$ cat src/rtl/mem_access_controller.sv
// mem_access_controller: CPU-side initiator for the byte-wide RAM
// Enable/MOV/RW/MOC handshake. Splits byte/half/word requests into
// sequential single-byte transfers, assembles loads big-endian with
// sign/zero extension and reports Done/Error.
module mem_access_controller #(
  parameter int ADDR_W  = 9,
  parameter int TIMEOUT = 16
) (
  input  logic              Clk,
  input  logic              Reset,
  input  logic              Req,
  input  logic              ReqRW,
  input  logic [1:0]        ReqSize,
  input  logic              ReqSigned,
  input  logic [ADDR_W-1:0] ReqAddr,
  input  logic [31:0]       ReqWData,
  output logic              Busy,
  output logic              Done,
  output logic              Error,
  output logic [31:0]       RData,
  output logic              Enable,
  output logic              MOV,
  output logic              RW,
  output logic [ADDR_W-1:0] Address,
  output logic [7:0]        DataOut,
  input  logic [7:0]        DataIn,
  input  logic              MOC
);

  localparam int TW = $clog2(TIMEOUT + 1);

  typedef enum logic [2:0] {
    S_IDLE, S_SETUP, S_WAIT_MOC, S_RELEASE, S_FINISH
  } state_t;

  state_t r_state, w_next;

  logic              r_rw, r_signed, r_moc, r_err, r_busy, r_done, r_error;
  logic [1:0]        r_size, r_k, r_last;
  logic [ADDR_W-1:0] r_base;
  logic [31:0]       r_wdata, r_shift, r_rdata;
  logic [TW-1:0]     r_tmo;

  logic              w_legal, w_moc_rise, w_tmo_hit;
  logic [1:0]        w_last, w_idx;
  logic [31:0]       w_load_ext;

  assign w_moc_rise = MOC & ~r_moc;
  assign w_tmo_hit  = (r_tmo == TW'(TIMEOUT - 1));

  // Legality and byte count of the request presented at the inputs
  always_comb begin
    w_legal = 1'b0;
    w_last  = 2'd0;
    case (ReqSize)
      2'b00: begin w_legal = 1'b1;                   w_last = 2'd0; end
      2'b01: begin w_legal = ~ReqAddr[0];            w_last = 2'd1; end
      2'b10: begin w_legal = (ReqAddr[1:0] == 2'b00); w_last = 2'd3; end
      default: begin w_legal = 1'b0;                 w_last = 2'd0; end
    endcase
  end

  // State register
  always_ff @(posedge Clk or posedge Reset) begin
    if (Reset) r_state <= S_IDLE;
    else       r_state <= w_next;
  end

  // Next-state logic; SETUP holds off MOV while the RAM still shows MOC
  always_comb begin
    w_next = r_state;
    case (r_state)
      S_IDLE:     if (Req) w_next = w_legal ? S_SETUP : S_FINISH;
      S_SETUP:    if (!MOC) w_next = S_WAIT_MOC;
      S_WAIT_MOC: begin
        if (w_moc_rise)     w_next = S_RELEASE;
        else if (w_tmo_hit) w_next = S_FINISH;
      end
      S_RELEASE:  if (!MOC) w_next = (r_k == r_last) ? S_FINISH : S_SETUP;
      S_FINISH:   w_next = S_IDLE;
      default:    w_next = S_IDLE;
    endcase
  end

  // Request latch, byte/timeout counters, load shift register and status pulses
  always_ff @(posedge Clk or posedge Reset) begin
    if (Reset) begin
      r_rw     <= 1'b0;
      r_signed <= 1'b0;
      r_size   <= 2'b00;
      r_base   <= '0;
      r_wdata  <= '0;
      r_k      <= 2'd0;
      r_last   <= 2'd0;
      r_tmo    <= '0;
      r_moc    <= 1'b0;
      r_shift  <= '0;
      r_err    <= 1'b0;
      r_busy   <= 1'b0;
      r_done   <= 1'b0;
      r_error  <= 1'b0;
      r_rdata  <= '0;
    end else begin
      r_moc   <= MOC;
      r_done  <= 1'b0;
      r_error <= 1'b0;
      case (r_state)
        S_IDLE: if (Req) begin
          r_rw     <= ReqRW;
          r_size   <= ReqSize;
          r_signed <= ReqSigned;
          r_base   <= ReqAddr;
          r_wdata  <= ReqWData;
          r_last   <= w_last;
          r_k      <= 2'd0;
          r_tmo    <= '0;
          r_shift  <= '0;
          r_err    <= ~w_legal;
          r_busy   <= w_legal;
        end
        S_SETUP: r_tmo <= '0;
        S_WAIT_MOC: begin
          if (w_moc_rise) begin
            if (r_rw) r_shift <= {r_shift[23:0], DataIn};
          end else if (w_tmo_hit) begin
            r_err <= 1'b1;
          end else begin
            r_tmo <= r_tmo + 1'b1;
          end
        end
        S_RELEASE: if (!MOC && (r_k != r_last)) r_k <= r_k + 1'b1;
        S_FINISH: begin
          r_done  <= 1'b1;
          r_error <= r_err;
          r_busy  <= 1'b0;
          if (r_rw && !r_err) r_rdata <= w_load_ext;
        end
        default: ;
      endcase
    end
  end

  // Store byte select (big-endian: byte k carries lane last-k) and load extension
  always_comb begin
    w_idx = r_last - r_k;
    case (w_idx)
      2'd0:    DataOut = r_wdata[7:0];
      2'd1:    DataOut = r_wdata[15:8];
      2'd2:    DataOut = r_wdata[23:16];
      default: DataOut = r_wdata[31:24];
    endcase
    case (r_size)
      2'b00:   w_load_ext = {{24{r_signed & r_shift[7]}},  r_shift[7:0]};
      2'b01:   w_load_ext = {{16{r_signed & r_shift[15]}}, r_shift[15:0]};
      default: w_load_ext = r_shift;
    endcase
  end

  assign Enable  = (r_state == S_SETUP) || (r_state == S_WAIT_MOC) || (r_state == S_RELEASE);
  assign MOV     = (r_state == S_WAIT_MOC);
  assign RW      = r_rw;
  assign Address = r_base + ADDR_W'(r_k);
  assign Busy    = r_busy;
  assign Done    = r_done;
  assign Error   = r_error;
  assign RData   = r_rdata;

endmodule

$ cat config.mk
export PLATFORM = sky130hd
export DESIGN_NAME = mem_access_controller
export DESIGN_NICKNAME = d
export VERILOG_FILES = /design/src/rtl/mem_access_controller.sv
export SDC_FILE = /design/constraint.sdc
export NUM_CORES = 1
export LEC_CHECK = 0
export BUFFER_PORTS_ARGS = -buffer_cell sky130_fd_sc_hd__buf_2
export CORE_MARGIN = 8
export CORE_UTILIZATION = 55
export CTS_BUF_LIST = sky130_fd_sc_hd__clkbuf_8 sky130_fd_sc_hd__clkbuf_16
export CTS_CLUSTER_DIAMETER = 40
export CTS_CLUSTER_SIZE = 30
export DETAILED_ROUTE_END_ITERATION = 8
export PLACE_DENSITY = 0.8
export SKIP_LAST_GASP = 1
export SLEW_MARGIN = 30
export SYNTH_ARGS = -nofsm -noshare
export SYNTH_HDL_FRONTEND = slang
export SYNTH_SLANG_ARGS = --single-unit
export TNS_END_PERCENT = 5
$ cat constraint.sdc
create_clock -name Clk -period 7.2 [get_ports Clk]
set_input_delay 0.36 -clock Clk [delete_from_list [all_inputs] [get_ports Clk]]
set_output_delay 0.36 -clock Clk [all_outputs]
set_load 0.02 [all_outputs]
After elaboration in Yosys (flattened, before gate mapping)
Cells that the tools add are included.
{ "totals": {"register_bits": 126, "inputBits": 57, "output_inout_bits": 55, "wordCells": 102} }
{ "classes": {"add_sub_neg": 4, "n_eq_ne": 22, "n_mux": 31, "n_bitwise": 6, "reduce_logical": 23} }
{ "ops": {"columns": ["operator", "count"], "rows": [
  ["$pmux W32 S2", 2],
  ["$mux W32", 3],
  ["$pmux W8 S3", 1],
  ["$mux W3", 7],
  ["$reduce_and A4 Y1", 4],
  ["$mux W5", 3],
  ["$pmux W5 S3", 1],
  ["$ne A2 B2 Y1 const B", 6],
  ["$pmux W3 S4", 1],
  ["$add A9 B2 Y9", 1],
  ["$logic_not A2 Y1", 4],
  ["$pmux W2 S2", 2],
  ["$eq A2 B1 Y1 const B", 3],
  ["$eq A3 B2 Y1 const B", 2],
  ["$mux W1", 6],
  ["$ne A2 B1 Y1 const B", 3],
  ["$reduce_and A2 Y1", 3],
  ["$reduce_bool A2 Y1", 3],
  ["$add A5 B1 Y5 const B", 1],
  ["$eq A5 B4 Y1 const B", 1],
  ["$eq A2 B2 Y1 const B", 2],
  ["$mux W2", 2],
  ["$pmux W1 S2", 2],
  ["$and A1 B1 Y1", 3],
  ["other kinds (15)", 20]
]} }

Longest topological paths before layout
Gate-level depths: netlist of the first run.
{ "logic_depth": {"ltp_word": 5, "mapped_depth": 7, "ltp_nobuf": 6} }

Least setup slack after synthesis of the first run
No wires, ideal clock.
{ "synth_timing": {"path_type": "register to output", "from": "reg r_k[0]", "to": "out DataOut[0]", "t_arrival_ns": 1.773, "required_ns": 6.840, "slack_ns": 5.067, "path_stages_with_launch": 4, "n_path_buf": 0, "cell_sequence": "dfrtp_1 > ha_1 > xnor2_2 > mux4_2"} }
{ "synth_via": {"elab_chain_cells": 3, "elab_cells_between_ends": 5, "classes_between": "1 x add/sub; 2 x eq/ne; 1 x mux; 1 x reduce/logical"} }
{ "synth_lines": {"columns": ["element", "line_no", "text"], "rows": [
  ["from (decl)", "39", "logic [1:0] r_size, r_k, r_last;"],
  ["from (signal assigned)", "131", "S_RELEASE: if (!MOC && (r_k != r_last)) r_k <= r_k + 1'b1;"],
  ["$sub A2 B2 Y2 *", "145", "w_idx = r_last - r_k;"],
  ["$eq A2 B2 Y1 (tied with other cells)", "146", "case (w_idx)"],
  ["$pmux W8 S3 *", "146", null],
  ["to (decl)", "25", "output logic [7:0] DataOut,"]
]} }
Every way passes the cells marked *; elsewhere a longest branch is shown, timed or not.

Worst setup path in the final report of the first run
{ "layout_timing": {"from": "reg r_k[1]", "to": "out DataOut[2]"} }
Same word-level chain as after synthesis.

==> results_dict.tcl, run 1 <==
set metrics [dict create \
    status "complete, no violations" \
    cts_tree "yes" \
    wl_met3_um 828 \
    place.gp.congestion 0.8090 \
    fmax_mhz 340.8 \
    synth_fp_nets 653 \
    fin_crit_ns 2.934 \
    ys_types 39 \
    required_ns 6.84 \
    die_h_um 116.4 \
    combPwrFrac_pct 28.3 \
    ir_drop_uv 235.7 \
    pwr-share-clk_pct 33.1 \
    clk_pin_slew_ns 0.06 \
    coreArea_mm2 0.009774 \
    synth_top_family_by_area "simple AND/OR/NAND/NOR gates" \
    syn_inst 585 \
    cts_buffer_depth 2 \
    worstMarginPinSlew_ns 0.9487 \
    seqPwrFrac_pct 38.6 \
    multi_input_area_mm2 0.002246 \
    hold_violations 0 \
    maxCapViolations 0 \
    synth_xor_area_share_pct 1.872 \
    critPathKind "register to primary output" \
    die_area_mm2 0.01356 \
    crit_arrival_ns 2.57 \
    fp.dieW_um 116.4 \
    clkSinkCount 126 \
    seq_area_mm2 0.003153 \
    cts_buffers 17 \
    yosysSeqAreaShare_pct 56.83 \
    p_int_w 0.001725 \
    final_nets 751 \
    fin_crit_sh_pct 40.75 \
    rows 36 \
    layout_setup_ws_ns 4.266 \
    io_pins 112 \
    dr_total_vias 4480 \
    switchingPower_w 0.0009124 \
    yosys.area_share.simple_pct 19.12 \
    power_leakage_nw 3.496 \
    gr-total-overflow 0 \
    htree_levels 4 \
    cts_resized 0 \
    synthMuxAreaShare_pct 5.232 \
    cts_root_buf "clkbuf_8" \
    grt_max_degree 82 \
    clock_latency_ns 0.51 \
    synth-seq-cells 126 \
    portBuffers 111 \
    ant_nets 0 \
    syn_to_final_growth_pct 22.69 \
    fillers 749 \
    drv_slew 0 \
    postCtsSetupBuffers 0 \
    synth_compound_area_share_pct 11.25 \
    grt_antenna_before_repair 1 \
    wl_met1_mm 5.639 \
    dp_hpwl_mm 8.597 \
    first_iter_violations 293 \
    setup.worst_path.start_class "register" \
    met2WireLength_mm 6.752 \
    vias_per_cell 5.404 \
    grt_first_pass_wirelength_mm 22.36 \
    routedWlPerCell_um 16.16 \
    final.setup_skew_ns 0.005710 \
    syn-cell-area_mm2 0.005548 \
    switching_share_pct 34.59 \
    cp-end-kind "primary output" \
    track_usage_pct 21.05 \
    cp_max_fo 8 \
    yosys_warnings 0 \
    synthAdderAreaFrac_pct 2.616 \
    hp-class "input port to register" \
    holdBufCountCts 1 \
    finalSetupTns_ns 0 \
    synth.avg_cell_area_um2 9.483 \
    wl_mm 13.39 \
    grt_pass1_vias 4598 \
    maxSlewHeadroom_pct 36.76 \
    finalSetupViolations 0 \
    cellPowerDensity_mw_per_mm2 387.5 \
    highest_layer "met4" \
    drive_above_1_share_pct 24.03 \
    start_util_pct 56.76 \
    rsz0062_at_grt "false" \
    dr.pass1.iters 5 \
    pre_cts_ws_ns 4.750 \
    drc 0 \
]
==> synth_stat cells <==
master	instances	area [µm²]
nand2_1	220	825.8
dfrtp_1	126	3153
o21ai_0	65	325.3
clkbuf_1	33	123.9
a21oi_1	30	150.1
nor2_1	12	45.04
ha_1	10	125.1
nand3_1	9	45.04
a21o_1	8	60.06
mux2_2	8	90.09
mux4_2	8	180.2
inv_1	7	26.28
xnor2_1	6	52.55
buf_2	4	20.02
xor2_1	4	35.03
and3_1	3	18.77
nor2b_1	3	18.77
a2111oi_0	2	17.52
a211oi_1	2	15.01
mux2i_1	2	20.02
nand3b_1	2	15.01
nor3_1	2	10.01
o21a_1	2	15.01
or3_1	2	12.51
a221oi_1	1	8.760
a22o_1	1	8.760
a32o_1	1	10.01
and2_1	1	6.260
fa_1	1	20.02
nand2b_1	1	6.260
nand4_1	1	6.260
nand4b_1	1	8.760
nor3b_1	1	7.510
nor4b_1	1	8.760
nor4b_2	1	15.01
o22ai_1	1	6.260
o31ai_1	1	7.510
or3b_4	1	11.26
xnor2_2	1	16.27
==> worst paths after layout <==
check	from	end	slack, ns	cells past startpoint
worst max-delay path	r_k[1]$_DFFE_PP0P_	DataOut[2]	4.27	4
worst min-delay path	ReqWData[4]	r_wdata[4]$_DFFE_PP0P_	0.03	3
worst max register to register	r_state[1]$_DFFE_PP0P_	r_shift[8]$_DFFE_PP0P_	4.82	4
worst min register to register	RData[30]$_DFFE_PP0P_	RData[30]$_DFFE_PP0P_	0.47	2
max in group asynchronous	Reset	RData[17]$_DFFE_PP0P_	5.62	4
min in group asynchronous	Reset	r_wdata[15]$_DFFE_PP0P_	0.50	3
==> kinds of logic (layout without fill, tap and decap cells) <==
logic type | after synthesis | after routing
other | 0 | 1
buffers and inverters | 44 | 154
adders and majority gates | 11 | 11
DFF | 126 | 126
muxes | 18 | 18
AOI/OAI and AO/OA | 114 | 114
and+or+nand+nor | 261 | 261
xor gates and xnor gates | 11 | 11
==> routing by layer <==
metal | up-vias | GRT usage, %
met5 | - | 0
met4 | 0 | 7.347
met3 | 16 | 6.308
met2 | 135 | 34.90
met1 | 2187 | 25.63
li1 | 2142 | -
==> power by group through the flow <==
stage	registers, W	clock network, W	logic [W]
after floorplan	0.000971	0	0.000574
after global placement	0.00101	0	0.000726
after detailed placement	0.00102	0	0.000749
after CTS	0.00101	0.000887	0.000757
after global routing	0.00104	0.000916	0.000829
final	0.00102	0.000873	0.000746
==> state kept, by name (all words and copies together) (netlist names), 2 cells and up <==
name / count
RData: 32
r_base: 9
r_k: 2
r_last: 2
r_shift: 32
r_size: 2
r_state: 3
r_tmo: 5
r_wdata: 32
==> critical path: stages, from the launching register on <==
cell and delay [ns]:
dfrtp_1 0.46, xnor2_1 0.26, xnor2_2 0.59, mux4_2 0.59, buf_2 0.17
==> area by class of cell <==
class	instances	share of cell area, %
antenna	1	0.03676
clock buffer	19	6.489
clock inverter	12	2.482
inverter	7	0.4228
multi-input combinational	415	33.00
sequential	126	46.32
tap	133	2.445
timing repair buffer	116	8.805
==> placed cells by master, fill, tap and decap left out, drive strengths merged, types with 4 or more instances in the layout <==
master / instances
mux2: 8
buf: 115
bufinv: 4
o21ai: 65
dfrtp: 126
inv: 8
clkinvlp: 4
mux4: 8
a21oi: 30
clkbuf: 19
nor2: 12
ha: 10
a21o: 8
xnor2: 7
nand3: 9
xor2: 4
nand2: 220
==> stage by stage <==
step / hold slack [ns] / instances / total power (W) / utilization [%] / cell area (µm²)
detailed placement: 0.4609 / 796 / 0.001770 / 63.16 / 6173
floorplan: 0.3914 / 585 / 0.001545 / - / 5548
finish: 0.03158 / 829 / 0.002638 / 69.64 / 6807
CTS: 0.01180 / 828 / 0.002657 / 69.51 / 6794
global route: 0.02351 / 829 / 0.002784 / 69.64 / 6807
global placement: 0.4529 / 796 / 0.001737 / 63.16 / 6173
Note: power is estimated with default switching activity, not from simulation.
==> run 2, diff against run 1 <==
clock period = 3 ns   (was 7.2 ns; I/O delays follow)
==> results_dict.tcl, run 2 (synthesis results as in run 1) <==
set metrics [dict create \
    status "complete, no violations" \
    fp.dieW_um 116.4 \
    track_usage_pct 23.34 \
    grt_max_degree 127 \
    whs_endpoint "r_size[0]$_DFFE_PP0P_" \
    cts_resized 0 \
    grt_antenna_before_repair 5 \
    critPathKind "register to primary output" \
    place.gp.congestion 0.8007 \
    r2r_cells 6 \
    hold_depth 3 \
    die_h_um 116.4 \
    fin_crit_sh_pct 92.97 \
    gr-total-overflow 0 \
    reg2reg_slack_ns 0.85 \
    cts_tree "yes" \
    multi_input_area_mm2 0.002235 \
    grt_pass1_vias 4995 \
    clock_latency_ns 0.53 \
    htree_levels 4 \
    fillers 644 \
    cts_buffers 17 \
    required_ns 2.85 \
    fmax_mhz 358.5 \
    wl_mm 15.01 \
    rows 36 \
    finalSetupTns_ns 0 \
    drv_slew 0 \
    crit_arrival_ns 2.64 \
    routedWlPerCell_um 16.84 \
    setup.worst_path.start_class "register" \
    cellPowerDensity_mw_per_mm2 871.1 \
    ir_drop_uv 568.6 \
    clk_pin_slew_ns 0.05 \
    rsz0062_at_grt "false" \
    portBuffers 111 \
    fin_crit_ns 2.789 \
    finalSetupViolations 0 \
    pre_cts_ws_ns 0.7436 \
    syn_to_final_growth_pct 32.45 \
    start_util_pct 56.76 \
    r2r-end "r_tmo[3]$_DFFE_PP0P_" \
    ant_nets 0 \
    coreArea_mm2 0.009774 \
    power_leakage_nw 3.727 \
    grt_first_pass_wirelength_mm 24.37 \
    hold_violations 0 \
    seq_area_mm2 0.003153 \
    clkSinkCount 126 \
    cts_root_buf "clkbuf_8" \
    first_iter_violations 468 \
    final_nets 808 \
    final_cell_mix "nand2_1 (220), dfrtp_1 (126), buf_2 (111), o21ai_0 (65), dlygate4sd3_1 (55)" \
    maxCapViolations 0 \
    vias_per_cell 5.368 \
    die_area_mm2 0.01356 \
    drc 0 \
    worstMarginPinSlew_ns 0.8326 \
    cp-end-kind "primary output" \
    dr.pass1.iters 5 \
    final.setup_skew_ns 0.009373 \
    maxSlewHeadroom_pct 44.49 \
    min-delay-start "ReqSize[0]" \
    hp-class "input port to register" \
    final_common_cell "nand2_1" \
    cts_buffer_depth 2 \
    drive_above_1_share_pct 22.31 \
    r2r-start "r_tmo[0]$_DFFE_PP0P_" \
    dr_total_vias 4783 \
    dp_hpwl_mm 8.643 \
    cp_max_fo 8 \
    io_pins 112 \
    layout_setup_ws_ns 0.2110 \
]
==> run 2: changes by cell type in the layout (fill, tap and decap cells not counted), sizes merged <==
cell,change
buf,+3
dlygate4sd3,+54
clkinv,+2
inv,+1
diode,+4
clkbuf,-1
bufinv,-1
==> run 2: repair_timing <==
| action | 4_1_cts | 5_1_grt |
|---|---|---|
| hold buffers | 55 | 0 |
| buffers inserted | 0 | 0 |
| hold endpoints to repair | 181 | 0 |
==> run 2: worst max path at each step <==
stage	cells after the start	start	to	slack (ns)
global placement	4	r_k[0]$_DFFE_PP0P_	DataOut[3]	0.82
global route	4	r_k[1]$_DFFE_PP0P_	DataOut[3]	0.05
CTS	4	r_k[1]$_DFFE_PP0P_	DataOut[4]	0.16
floorplan	7	r_tmo[0]$_DFFE_PP0P_	r_tmo[3]$_DFFE_PP0P_	1.0
finish	4	r_k[1]$_DFFE_PP0P_	DataOut[3]	0.21
detailed placement	4	r_k[1]$_DFFE_PP0P_	DataOut[5]	0.74
==> run 2: metrics by stage <==
stage	hold WS (ns)	power (W)	std cells	utilization, %	instance area (µm²)
CTS	0.01091	0.006337	886	75.05	7336
global route	0.07558	0.006739	891	75.18	7348
floorplan	0.1814	0.003708	585	-	5552
finish	0.02678	0.006401	891	75.18	7348
detailed placement	0.3485	0.004262	799	63.48	6205
global placement	0.3402	0.004187	799	63.48	6205
==> run 2: critical path, stage by stage, from the launching register on <==
cell and delay (ns):
dfrtp_1 0.45, xnor2_1 0.25, xnor2_2 0.61, mux4_2 0.62, buf_2 0.18
==> run 2: cell type report <==
| class | instances | share of cell area [%] |
|---|---|---|
| Tap cell | 133 | 2.265 |
| Clock inverter | 14 | 2.077 |
| Inverter | 7 | 0.4086 |
| Timing Repair Buffer | 173 | 15.94 |
| Antenna cell | 5 | 0.1703 |
| Multi-Input combinational cell | 415 | 30.41 |
| Sequential cell | 126 | 42.91 |
| Clock buffer | 18 | 5.823 |
==> run 2: routing by layer <==
layer	track usage (%)	share of wire (%)
met4	13.22	3.2
met2	39.06	51
met1	26.68	39
met3	6.153	6.6
met5	0	0
==> run 2: power breakdown <==
part | leakage, nW | internal [W] | switching [W]
sequential | 1.67 | 0.00208 | 0.000380
combinational | 1.77 | 0.000732 | 0.00120
clock | 0.290 | 0.00127 | 0.000734
